## src/rtl/alu_scheduler.sv

```systemverilog
// ---------------------------------------------------------------------------
// alu_scheduler
//
// Shares one combinational ALU between two requesters. Each requester has a
// valid/ready request channel and a valid/ready response channel. A
// round-robin arbiter picks one request in IDLE. The operands are registered
// and drive the ALU for one EXEC cycle. The result and flags are then
// captured and held in RESP until the owning requester consumes them.
// Only one operation is in flight at a time.
//
// Ports
//   i_clk, i_reset_n             clock (rising edge), async active-low reset
//   i_reqN_valid / o_reqN_ready  request handshake, N = 0,1
//   i_reqN_a, i_reqN_b, i_reqN_op operands and ALUControl code of requester N
//   o_rspN_valid / i_rspN_ready  response handshake, N = 0,1
//   o_rsp_result, o_rsp_flags    held result / NZCV flags (shared)
//   o_alu_a, o_alu_b, o_alu_ctrl registered operands to the ALU
//   i_alu_result, i_alu_flags    combinational ALU outputs
// ---------------------------------------------------------------------------
module alu_scheduler (
    input  logic        i_clk,
    input  logic        i_reset_n,

    input  logic        i_req0_valid,
    output logic        o_req0_ready,
    input  logic [31:0] i_req0_a,
    input  logic [31:0] i_req0_b,
    input  logic [1:0]  i_req0_op,

    input  logic        i_req1_valid,
    output logic        o_req1_ready,
    input  logic [31:0] i_req1_a,
    input  logic [31:0] i_req1_b,
    input  logic [1:0]  i_req1_op,

    output logic        o_rsp0_valid,
    input  logic        i_rsp0_ready,
    output logic        o_rsp1_valid,
    input  logic        i_rsp1_ready,

    output logic [31:0] o_rsp_result,
    output logic [3:0]  o_rsp_flags,

    output logic [31:0] o_alu_a,
    output logic [31:0] o_alu_b,
    output logic [1:0]  o_alu_ctrl,
    input  logic [31:0] i_alu_result,
    input  logic [3:0]  i_alu_flags
);

    typedef enum logic [1:0] {
        ST_IDLE = 2'd0,
        ST_EXEC = 2'd1,
        ST_RESP = 2'd2
    } state_t;

    state_t      r_state;
    logic [31:0] r_op_a;
    logic [31:0] r_op_b;
    logic [1:0]  r_op_ctrl;
    logic        r_owner;
    logic        r_last_grant;
    logic [31:0] r_res;
    logic [3:0]  r_flg;
    logic        r_rsp0_valid;
    logic        r_rsp1_valid;

    logic        w_idle;
    logic        w_gnt0;
    logic        w_gnt1;
    logic        w_rsp_done;

    assign w_idle = (r_state == ST_IDLE);

    // A sole valid requester wins outright. When both are valid, the one
    // that was not granted last time wins. last_grant resets to 1, so req0
    // wins the first contested arbitration.
    assign w_gnt0 = w_idle & i_req0_valid & (~i_req1_valid |  r_last_grant);
    assign w_gnt1 = w_idle & i_req1_valid & (~i_req0_valid | ~r_last_grant);

    // Only the owner's ready ends the response. The other ready is ignored.
    assign w_rsp_done = r_owner ? i_rsp1_ready : i_rsp0_ready;

    assign o_req0_ready = w_gnt0;
    assign o_req1_ready = w_gnt1;
    assign o_rsp0_valid = r_rsp0_valid;
    assign o_rsp1_valid = r_rsp1_valid;
    assign o_rsp_result = r_res;
    assign o_rsp_flags  = r_flg;
    assign o_alu_a      = r_op_a;
    assign o_alu_b      = r_op_b;
    assign o_alu_ctrl   = r_op_ctrl;

    always_ff @(posedge i_clk or negedge i_reset_n) begin
        if (!i_reset_n) begin
            r_state      <= ST_IDLE;
            r_op_a       <= 32'd0;
            r_op_b       <= 32'd0;
            r_op_ctrl    <= 2'b00;
            r_owner      <= 1'b0;
            r_last_grant <= 1'b1;
            r_res        <= 32'd0;
            r_flg        <= 4'd0;
            r_rsp0_valid <= 1'b0;
            r_rsp1_valid <= 1'b0;
        end else begin
            case (r_state)
                ST_IDLE: begin
                    if (w_gnt0) begin
                        r_op_a       <= i_req0_a;
                        r_op_b       <= i_req0_b;
                        r_op_ctrl    <= i_req0_op;
                        r_owner      <= 1'b0;
                        r_last_grant <= 1'b0;
                        r_state      <= ST_EXEC;
                    end else if (w_gnt1) begin
                        r_op_a       <= i_req1_a;
                        r_op_b       <= i_req1_b;
                        r_op_ctrl    <= i_req1_op;
                        r_owner      <= 1'b1;
                        r_last_grant <= 1'b1;
                        r_state      <= ST_EXEC;
                    end
                end
                ST_EXEC: begin
                    // The ALU has seen the registered operands for one full
                    // cycle. Capture its outputs here and raise the owner's
                    // response valid.
                    r_res        <= i_alu_result;
                    r_flg        <= i_alu_flags;
                    r_rsp0_valid <= ~r_owner;
                    r_rsp1_valid <=  r_owner;
                    r_state      <= ST_RESP;
                end
                ST_RESP: begin
                    if (w_rsp_done) begin
                        r_rsp0_valid <= 1'b0;
                        r_rsp1_valid <= 1'b0;
                        r_state      <= ST_IDLE;
                    end
                end
                default: begin
                    r_state <= ST_IDLE;
                end
            endcase
        end
    end

endmodule
```

## config.mk

```make
export PLATFORM = sky130hd
export DESIGN_NAME = alu_scheduler
export DESIGN_NICKNAME = d
export VERILOG_FILES = /design/src/rtl/alu_scheduler.sv
export SDC_FILE = /design/constraint.sdc
export NUM_CORES = 1
export LEC_CHECK = 0
export ABC_AREA = 1
export ABC_CLOCK_PERIOD_IN_PS = 2400
export CORE_MARGIN = 1.5
export CORE_UTILIZATION = 43
export DETAILED_ROUTE_END_ITERATION = 10
export PLACE_DENSITY = 0.86
export SLEW_MARGIN = 20
export SYNTH_ARGS = -nofsm -noshare
export SYNTH_HDL_FRONTEND = slang
export SYNTH_SLANG_ARGS = --single-unit
```

## constraint.sdc

```tcl
create_clock -name i_clk -period 2.4 [get_ports i_clk]
set_clock_uncertainty 0.1 [all_clocks]
set_input_delay 0.48 -clock i_clk [delete_from_list [all_inputs] [get_ports i_clk]]
set_output_delay 0.48 -clock i_clk [all_outputs]
set_load 0.01 [all_outputs]
```

After elaboration in Yosys (flattened, before gate mapping)
Index checks and enable logic that the tools add are counted.
{"block": "word_totals", "ff_bits": 108, "input_bits": 174, "out_inout_bits": 106, "elab_cells": 46}
{"block": "classes", "eq_ne": 4, "muxes": 16, "n_bitwise": 10, "n_reduce_logical": 6}
{"cell": "$mux W32", "count": 4}
{"cell": "$mux W2", "count": 5}
{"cell": "$pmux W2 S3", "count": 1}
{"cell": "$reduce_and A2 Y1", "count": 3}
{"cell": "$and A1 B1 Y1", "count": 4}
{"cell": "$mux W1", "count": 4}
{"cell": "$not A1 Y1", "count": 4}
{"cell": "$pmux W1 S2", "count": 2}
{"cell": "$reduce_bool A2 Y1", "count": 2}
{"cell": "$ne A3 B3 Y1 const B", "count": 1}
{"cell": "$eq A2 B1 Y1 const B", "count": 1}
{"cell": "$eq A2 B2 Y1 const B", "count": 1}
{"cell": "$logic_not A2 Y1", "count": 1}
{"cell": "$ne A2 B2 Y1 const B", "count": 1}
{"cell": "$or A1 B1 Y1", "count": 2}

Depth between registers and ports, before layout
Gate-level depths: netlist (run 1).
{"block": "logic_depth", "depth_word": 6, "ltp_mapped": 9}

Least setup slack after synthesis (run 1)
Ideal clock, no wire load.
{"block": "synth_timing", "path_type": "register -> output", "startpoint": "reg r_last_grant", "endpoint": "out o_req0_ready", "arrival_ns": 1.051, "t_required_ns": 1.820, "setup_slack_ns": 0.769, "path_stages_with_launch": 6, "cell_sequence": "dfstp_2 inv_1 nand2_1 nand3_1 buf_2 inv_1"}
{"block": "synth_between", "elab_chain_len": 2}
{"element": "start: declaration", "line": "62", "rtl": "logic r_last_grant;"}
{"element": "start signal: assignment", "line": "101", "rtl": "r_last_grant <= 1'b1;"}
{"element": "start signal: assignment", "line": "114", "rtl": "r_last_grant <= 1'b0;"}
{"element": "start signal: assignment", "line": "121", "rtl": "r_last_grant <= 1'b1;"}
{"element": "$or A1 B1 Y1", "line": "78", "rtl": "assign w_gnt0 = w_idle & i_req0_valid & (~i_req1_valid | r_last_grant);"}
{"element": "$and A1 B1 Y1", "line": "78"}
{"element": "end: declaration", "line": "25", "rtl": "output logic o_req0_ready,"}
No other way between the ends.

Final worst setup path (run 1)
{"block": "layout_timing", "startpoint": "in i_req1_valid", "endpoint": "out o_req1_ready"}
{"block": "layout_between", "elab_chain_len": 2}
{"element": "start: declaration", "line": "30", "rtl": "input logic i_req1_valid,"}
{"element": "$and A1 B1 Y1 (2 in a row)", "line": "79", "rtl": "assign w_gnt1 = w_idle & i_req1_valid & (~i_req0_valid | ~r_last_grant);"}
{"element": "end: declaration", "line": "31", "rtl": "output logic o_req1_ready,"}
No other way between the ends.

==> results by group, run 1 <==
Clock network
  – CTS tree: done
  – Root Buffer: clkbuf_16
  – Worst skew pair latency: 0.34 ns
  – Post-CTS Setup Bufs: 0
  – TritonCTS Sinks: 108
  – Clock buffer depth: 2
  – Clock slew at reported path FFs: 0.07 ns
  – CTS buffer count: 9
  – H-tree depth: 3

Drt
  – Routed vias/inst: 4.90
  – Via Count: 5807
  – First-pass iteration count of the detailed router: 5
  – Avg WL per Cell: 14.7 um
  – Residual DRC: 0
  – Final ANT Viol Nets: 0
  – Detailed Route WL: 17400 um
  – Drt initial violations: 468

Finish
  – Nets: 1185
  – Ant diodes: 0
  – # fillers: 969
  – Area of the multi-input gates: 0.00200 mm2
  – Most common cell after layout, fill and taps aside: nand2_1
  – Area delta synth->final: 59.8%
  – Final instance area: 0.00872 mm2
  – Layout cell share with drive strength beyond 1: 0.0374
  – Register area: 0.00270 mm2
  – Most frequent cells in the layout: nand2_1, clkdlybuf4s50_1, inv_1

Floorplanning
  – Row cnt: 40
  – Die X: 116 um
  – CORE AREA: 0.0122 mm2
  – Starting Density: 0.447
  – Die height: 116 um
  – Die ar.: 0.0134 mm2
  – Io pins: 280

Timing
  – Fin crit share: 0.955
  – Setup violators final: 0
  – Max Clock Freq: 436 MHz
  – Crit path time final: 2.29 ns
  – Fin. Hold Viols: 0
  – Worst Max-Slew Pin Slew: 0.715 ns
  – Worst relative slew slack: 0.523
  – Final Hold Slack: 0.380 ns
  – TNS Setup: 0 ns
  – RSZ-0062 raised after global routing: false
  – Max-slew violation count: 0

Global routing
  – Tot GR Track Use: 0.265
  – Grt total ovfl: 0
  – Initial antenna violation count: 0
  – Maximum number of pins on one net before global-route repair: 68
  – Global-route wire length before repair: 27800 um
  – Vias in the first global route: 5621

Setup path
  – Max incr delay on CP: 0.53 ns
  – Crit Path Max Fanout: 2
  – Crit Path Category: in2out
  – Critical Path End Type: output pin
  – Crit path DAT: 1.71 ns
  – Slowest-stage cell, CP: clkdlybuf4s50_1
  – Cell Chain, Critical Path: clkdlybuf4s50_1 > nand3_1 > inv_1 > clkdlybuf4s50_1
  – Crit path top cell by count: clkdlybuf4s50_1
  – Worst EP required: 1.82 ns
  – Crit path launch type: primary input

Logic synthesis
  – XOR/XNOR Fraction of Synth Area: 0
  – Syn Inst Count: 754
  – Post-Synth Simple-Gate Area: 0.361
  – Syn avg cell area: 7.24 um2
  – Synthesized area: 0.00546 mm2
  – Flops & latches, synth: 108
  – Syn nets: 928
  – Synth cell types: 17
  – Seq/Total Area, Yosys: 0.496
  – Top cells by area, synth: dfrtp_1, nand2_1, inv_1, nand4_1, nand3_1
  – Post-synthesis mux area share: 0
  – Leading area contributor after synthesis: dfrtp_1
  – Post-synth top area share: 0.491
  – Adder-cell share of the synthesized area: 0
  – Synth warnings: 0
  – Post-synthesis compound-gate area fraction: 0.00367
  – Largest family of logic cells by synthesized area: simple AND/OR/NAND/NOR gates

Status
  – Status: finished clean

Power and ir drop
  – Power Density: 1170 mW/mm2
  – Max IR drop VDD: 1070 uV
  – P_leak: 4.59 nW

Hold path
  – Hold crit path type: reg2reg

Placed design
  – Post-DP HPWL: 12300 um
  – Placed inst area: 0.00839 mm2
  – Routability cong.: 0.827
  – IO buf count: 279

Job
  – Max-cap violations: 0
## worst max-delay path, delay by kind of cell
kind	cells	cell delay, ns
AND/OR/NAND/NOR	1	0.13
buffers and inverters	3	1.11
## flip-flops by register name (all words and copies together), names as in the netlist, 2 cells and up
register,flops
o_alu_a,32
o_alu_ctrl,2
o_rsp_result,32
r_state,2
o_rsp_flags,4
o_alu_b,32
## synthesized netlist by cell type
cell,n
o21ai_0,3
inv_1,135
a21oi_1,1
nand3_1,69
dfrtp_1,107
buf_2,14
inv_2,1
nand2_1,318
nand4_1,66
buf_1,4
dfstp_2,1
buf_4,6
clkinv_1,1
buf_6,3
nor2_4,1
nor2_1,2
clkbuf_1,22
## area by class of cell
type | instances | area share
Sequential cell | 108 | 0.310
Tap cell | 168 | 0.0241
Clock buffer | 10 | 0.0263
Inverter | 137 | 0.0590
Clock inverter | 6 | 0.0102
Multi-Input combinational cell | 460 | 0.229
Timing Repair Buffer | 295 | 0.341
## cells by family after synthesis
group,count (synthesis)
and+or+nand+nor,456
buffers and inverters,186
AOI/OAI and AO/OA,4
DFF,108
## where the power goes
group          switching [mW]  internal [mW]
sequential              0.508           2.75
combinational            2.84           2.56
clock                   0.663          0.915
total                    4.01           6.23
## stage by stage
step	utilization	setup slack, ns	power (mW)	std cells
floorplan	-	0.769	5.86	754
global placement	0.687	0.0900	8.51	1167
detailed placement	0.687	0.0469	8.67	1167
CTS	0.714	0.0324	10.3	1184
global route	0.714	0.0348	10.9	1184
finish	0.714	0.108	10.2	1184
## worst paths after layout
check	start	end	slack [ns]	cells after the start
worst min register to register	o_rsp_result[31]$_DFFE_PN0P_	o_rsp_result[31]$_DFFE_PN0P_	0.38	2
min in group asynchronous	i_reset_n	o_rsp_result[24]$_DFFE_PN0P_	0.49	2
max in group asynchronous	i_reset_n	o_alu_b[8]$_DFFE_PN0P_	1.06	3
worst max register to register	r_last_grant$_DFFE_PN1P_	o_alu_b[21]$_DFFE_PN0P_	0.43	8
worst max-delay path	i_req1_valid	o_req1_ready	0.11	4
worst min-delay path	o_rsp_result[31]$_DFFE_PN0P_	o_rsp_result[31]$_DFFE_PN0P_	0.38	2
## timing repair
item,in CTS,in global routing
endpoints found under the hold margin,25,0
gates resized for setup,0,1
setup endpoints to repair,0,1
hold buffers,1,0
## metal layers
layer / vias to the layer above / part of all wire / track usage
li1: 2808 / - / -
met1: 2677 / 0.40 / 0.335
met2: 275 / 0.49 / 0.444
met3: 47 / 0.070 / 0.0528
met4: 0 / 0.038 / 0.114
met5: - / 0 / 0
(Power assumes the default switching activity.)
==> run 2, diff against run 1 <==
Settings changed: PLACE_DENSITY 0.86 to 0.87.
==> results by group, run 2 (synthesis gave the netlist of run 1 again) <==
Status
  – Status: finished with violations
  – Violated checks: hold timing

Finish
  – Final instance area: 0.00873 mm2 (+0.11%)
  – # fillers: 966 (-0.31%)
  – Most frequent cells in the layout: nand2_1, clkdlybuf4s50_1, inv_1
  – Nets: 1185 (unchanged)
  – Layout cell share with drive strength beyond 1: 0.0404 (+0.00295)
  – Area delta synth->final: 60.0%
  – Most common cell after layout, fill and taps aside: nand2_1
  – Ant diodes: 0 (unchanged)

Setup path
  – Crit Path Category: in2out
  – Crit path launch type: primary input
  – R2r endpoint: o_alu_b[4]$_DFFE_PN0P_
  – Worst reg2reg path startpoint: r_last_grant$_DFFE_PN1P_
  – Worst-case reg-to-reg path depth: 6 (-2)
  – Max incr delay on CP: 0.54 ns (about the same)
  – Crit path DAT: 1.74 ns (+0.03 ns)
  – Critical Path End Type: output pin
  – Crit path top cell by count: clkdlybuf4s50_1
  – Critical Path End: o_req1_ready
  – Cell Chain, Critical Path: clkdlybuf4s50_1 > nand3_2 > inv_1 > clkdlybuf4s50_1
  – Worst EP required: 1.82 ns (about the same)
  – Critical Path Source: i_req1_valid
  – Slowest-stage cell, CP: clkdlybuf4s50_1
  – Flop2flop setup slack: 0.52 ns (+0.09 ns)
  – Crit Path Max Fanout: 4 (+2)

Drt
  – Detailed Route WL: 17500 um (about the same)
  – Routed vias/inst: 4.86 (-0.96%)
  – Final ANT Viol Nets: 0 (unchanged)
  – Avg WL per Cell: 14.7 um (about the same)
  – Residual DRC: 0 (unchanged)
  – First-pass iteration count of the detailed router: 5 (unchanged)
  – Drt initial violations: 441 (-5.8%)
  – Via Count: 5751 (-0.96%)

Global routing
  – GR Util met3: 0.0408 (-0.0120)
  – Vias in the first global route: 5538 (-1.5%)
  – Global-route wire length before repair: 27400 um (-1.6%)
  – Met2 usage: 0.454 (+0.00947)
  – Met1 GRT Util: 0.327 (-0.00866)
  – Tot GR Track Use: 0.264 (-0.00136)
  – Grt total ovfl: 0 (unchanged)
  – Maximum number of pins on one net before global-route repair: 68 (unchanged)
  – Initial antenna violation count: 0 (unchanged)
  – Top Usage Layer GRT: met2

Power and ir drop
  – Comb power frac: 0.531 (+0.003)
  – Max IR drop VDD: 754 uV (-29%)
  – P_leak: 4.61 nW (+0.30%)
  – Switching part of the total: 0.399 (+0.00688)
  – Power Density: 1180 mW/mm2 (+0.27%)
  – Clk pwr share: 0.153 (about the same)
  – Reg power frac: 0.316 (-0.002)
  – Psw: 4.10 mW (+2.1%)
  – Internal power: 6.18 mW (-0.75%)

Timing
  – Crit path time final: 2.32 ns (+0.0293 ns)
  – Max Clock Freq: 431 MHz (-1.3%)
  – Max-slew violation count: 0 (unchanged)
  – Setup violators final: 0 (unchanged)
  – Worst relative slew slack: 0.496 (-0.0273)
  – Final Hold Slack: -0.00861 ns (-0.389 ns)
  – Worst Max-Slew Pin Slew: 0.756 ns (+0.0410 ns)
  – TNS Setup: 0 ns (unchanged)
  – Fin crit share: 0.967 (+0.0122)
  – Fin. Hold Viols: 5 (+5)
  – RSZ-0062 raised after global routing: false

Clock network
  – Clock slew at reported path FFs: 0.08 ns (about the same)
  – TritonCTS Sinks: 108 (unchanged)
  – Post-CTS Setup Bufs: 0 (unchanged)
  – Clock buffer depth: 2 (unchanged)
  – H-tree depth: 3 (unchanged)
  – Root Buffer: clkbuf_16
  – CTS tree: done
  – Worst skew pair latency: 0.36 ns (+0.02 ns)
  – CTS buffer count: 9 (unchanged)

Floorplanning
  – Starting Density: 0.447 (unchanged)
  – Die height: 116 um (unchanged)
  – CORE AREA: 0.0122 mm2 (unchanged)
  – Die ar.: 0.0134 mm2 (unchanged)
  – Row cnt: 40 (unchanged)
  – Io pins: 280 (unchanged)
  – Die X: 116 um (unchanged)

Placed design
  – Placed inst area: 0.00841 mm2 (+0.24%)
  – Post-DP HPWL: 12100 um (-1.6%)
  – IO buf count: 279 (unchanged)
  – Routability cong.: 0.820 (-0.87%)

Hold path
  – Hold crit path type: in2async

Job
  – Max-cap violations: 0 (unchanged)
==> run 2: cell count changes in the layout (fill, tap and decap cells not counted) <==
cell / previous run / this run
nand3_1: 68 / 67
buf_12: 5 / 6
inv_6: 0 / 3
clkinvlp_4: 2 / 0
bufinv_16: 2 / 1
nand3_2: 1 / 2
clkbuf_1: 1 / 0
clkinv_2: 1 / 0
inv_8: 0 / 2
dlygate4sd3_1: 1 / 0
==> run 2: timing repair <==
action,4_1_cts,5_1_grt
hold buffers,0,0
endpoints found under the setup margin,0,2
resized for setup,0,2
==> run 2: through the flow <==
stage	cells	util	hold slack (ns)	worst slack, ns	total power, mW
finish	1184	0.715	-0.00861	0.0787	10.3
global route	1184	0.715	0.0353	0.0385	11.0
CTS	1184	0.714	0.00257	0.0199	10.3
detailed placement	1168	0.689	0.364	0.0340	8.70
global placement	1168	0.689	0.361	0.0567	8.54
floorplan	754	-	0.0844	0.769	5.86
==> run 2: worst min path at each step <==
| stage | end | slack [ns] | depth (start not counted) |
|---|---|---|---|
| floorplan | o_alu_a[0]$_DFFE_PN0P_ | 0.08 | 0 |
| global placement | o_rsp_result[17]$_DFFE_PN0P_ | 0.36 | 2 |
| detailed placement | o_rsp_result[16]$_DFFE_PN0P_ | 0.36 | 2 |
| CTS | o_rsp_result[26]$_DFFE_PN0P_ | 0.003 | 1 |
| global route | o_rsp_result[23]$_DFFE_PN0P_ | 0.04 | 1 |
| finish | o_rsp_result[22]$_DFFE_PN0P_ | -0.009 | 1 |
==> run 2: critical path: cells and delay by family <==
kind	cells	cell delay, ns
buffers and inverters	3	1.13
and+or+nand+nor	1	0.13
==> run 2: layer usage <==
| metal | up-vias | wire (um) |
|---|---|---|
| met1 | 2629 | 6930 |
| met3 | 45 | 1220 |
| met2 | 264 | 8710 |
| li1 | 2813 | - |
| met4 | 0 | 600 |
| met5 | - | 0 |
==> run 2: power by group through the flow <==
stage                     clock network [mW]  logic [mW]  registers [mW]
final                                   1.58        5.46            3.25
after global routing                    1.68        5.93            3.35
after CTS                               1.61        5.48            3.25
after detailed placement                   0        5.46            3.25
after global placement                     0        5.32            3.23
after floorplan                            0        2.22            3.64
==> run 2: cell type report <==
class	count	area (um2)	area share
repair buffers	295	2980	0.342
flip-flops and latches	108	2700	0.310
clock buffers	9	225	0.0258
multi-input cells	460	2010	0.230
inverters	137	514	0.0589
well taps	168	210	0.0241
clock inverters	7	87.6	0.0100
==> run 3, diff against run 2 <==
Settings changed: CTS_CLUSTER_SIZE set to 12.
==> results of run 3 <==
The final DEF is identical to that of run 2; final timing and power are the same.
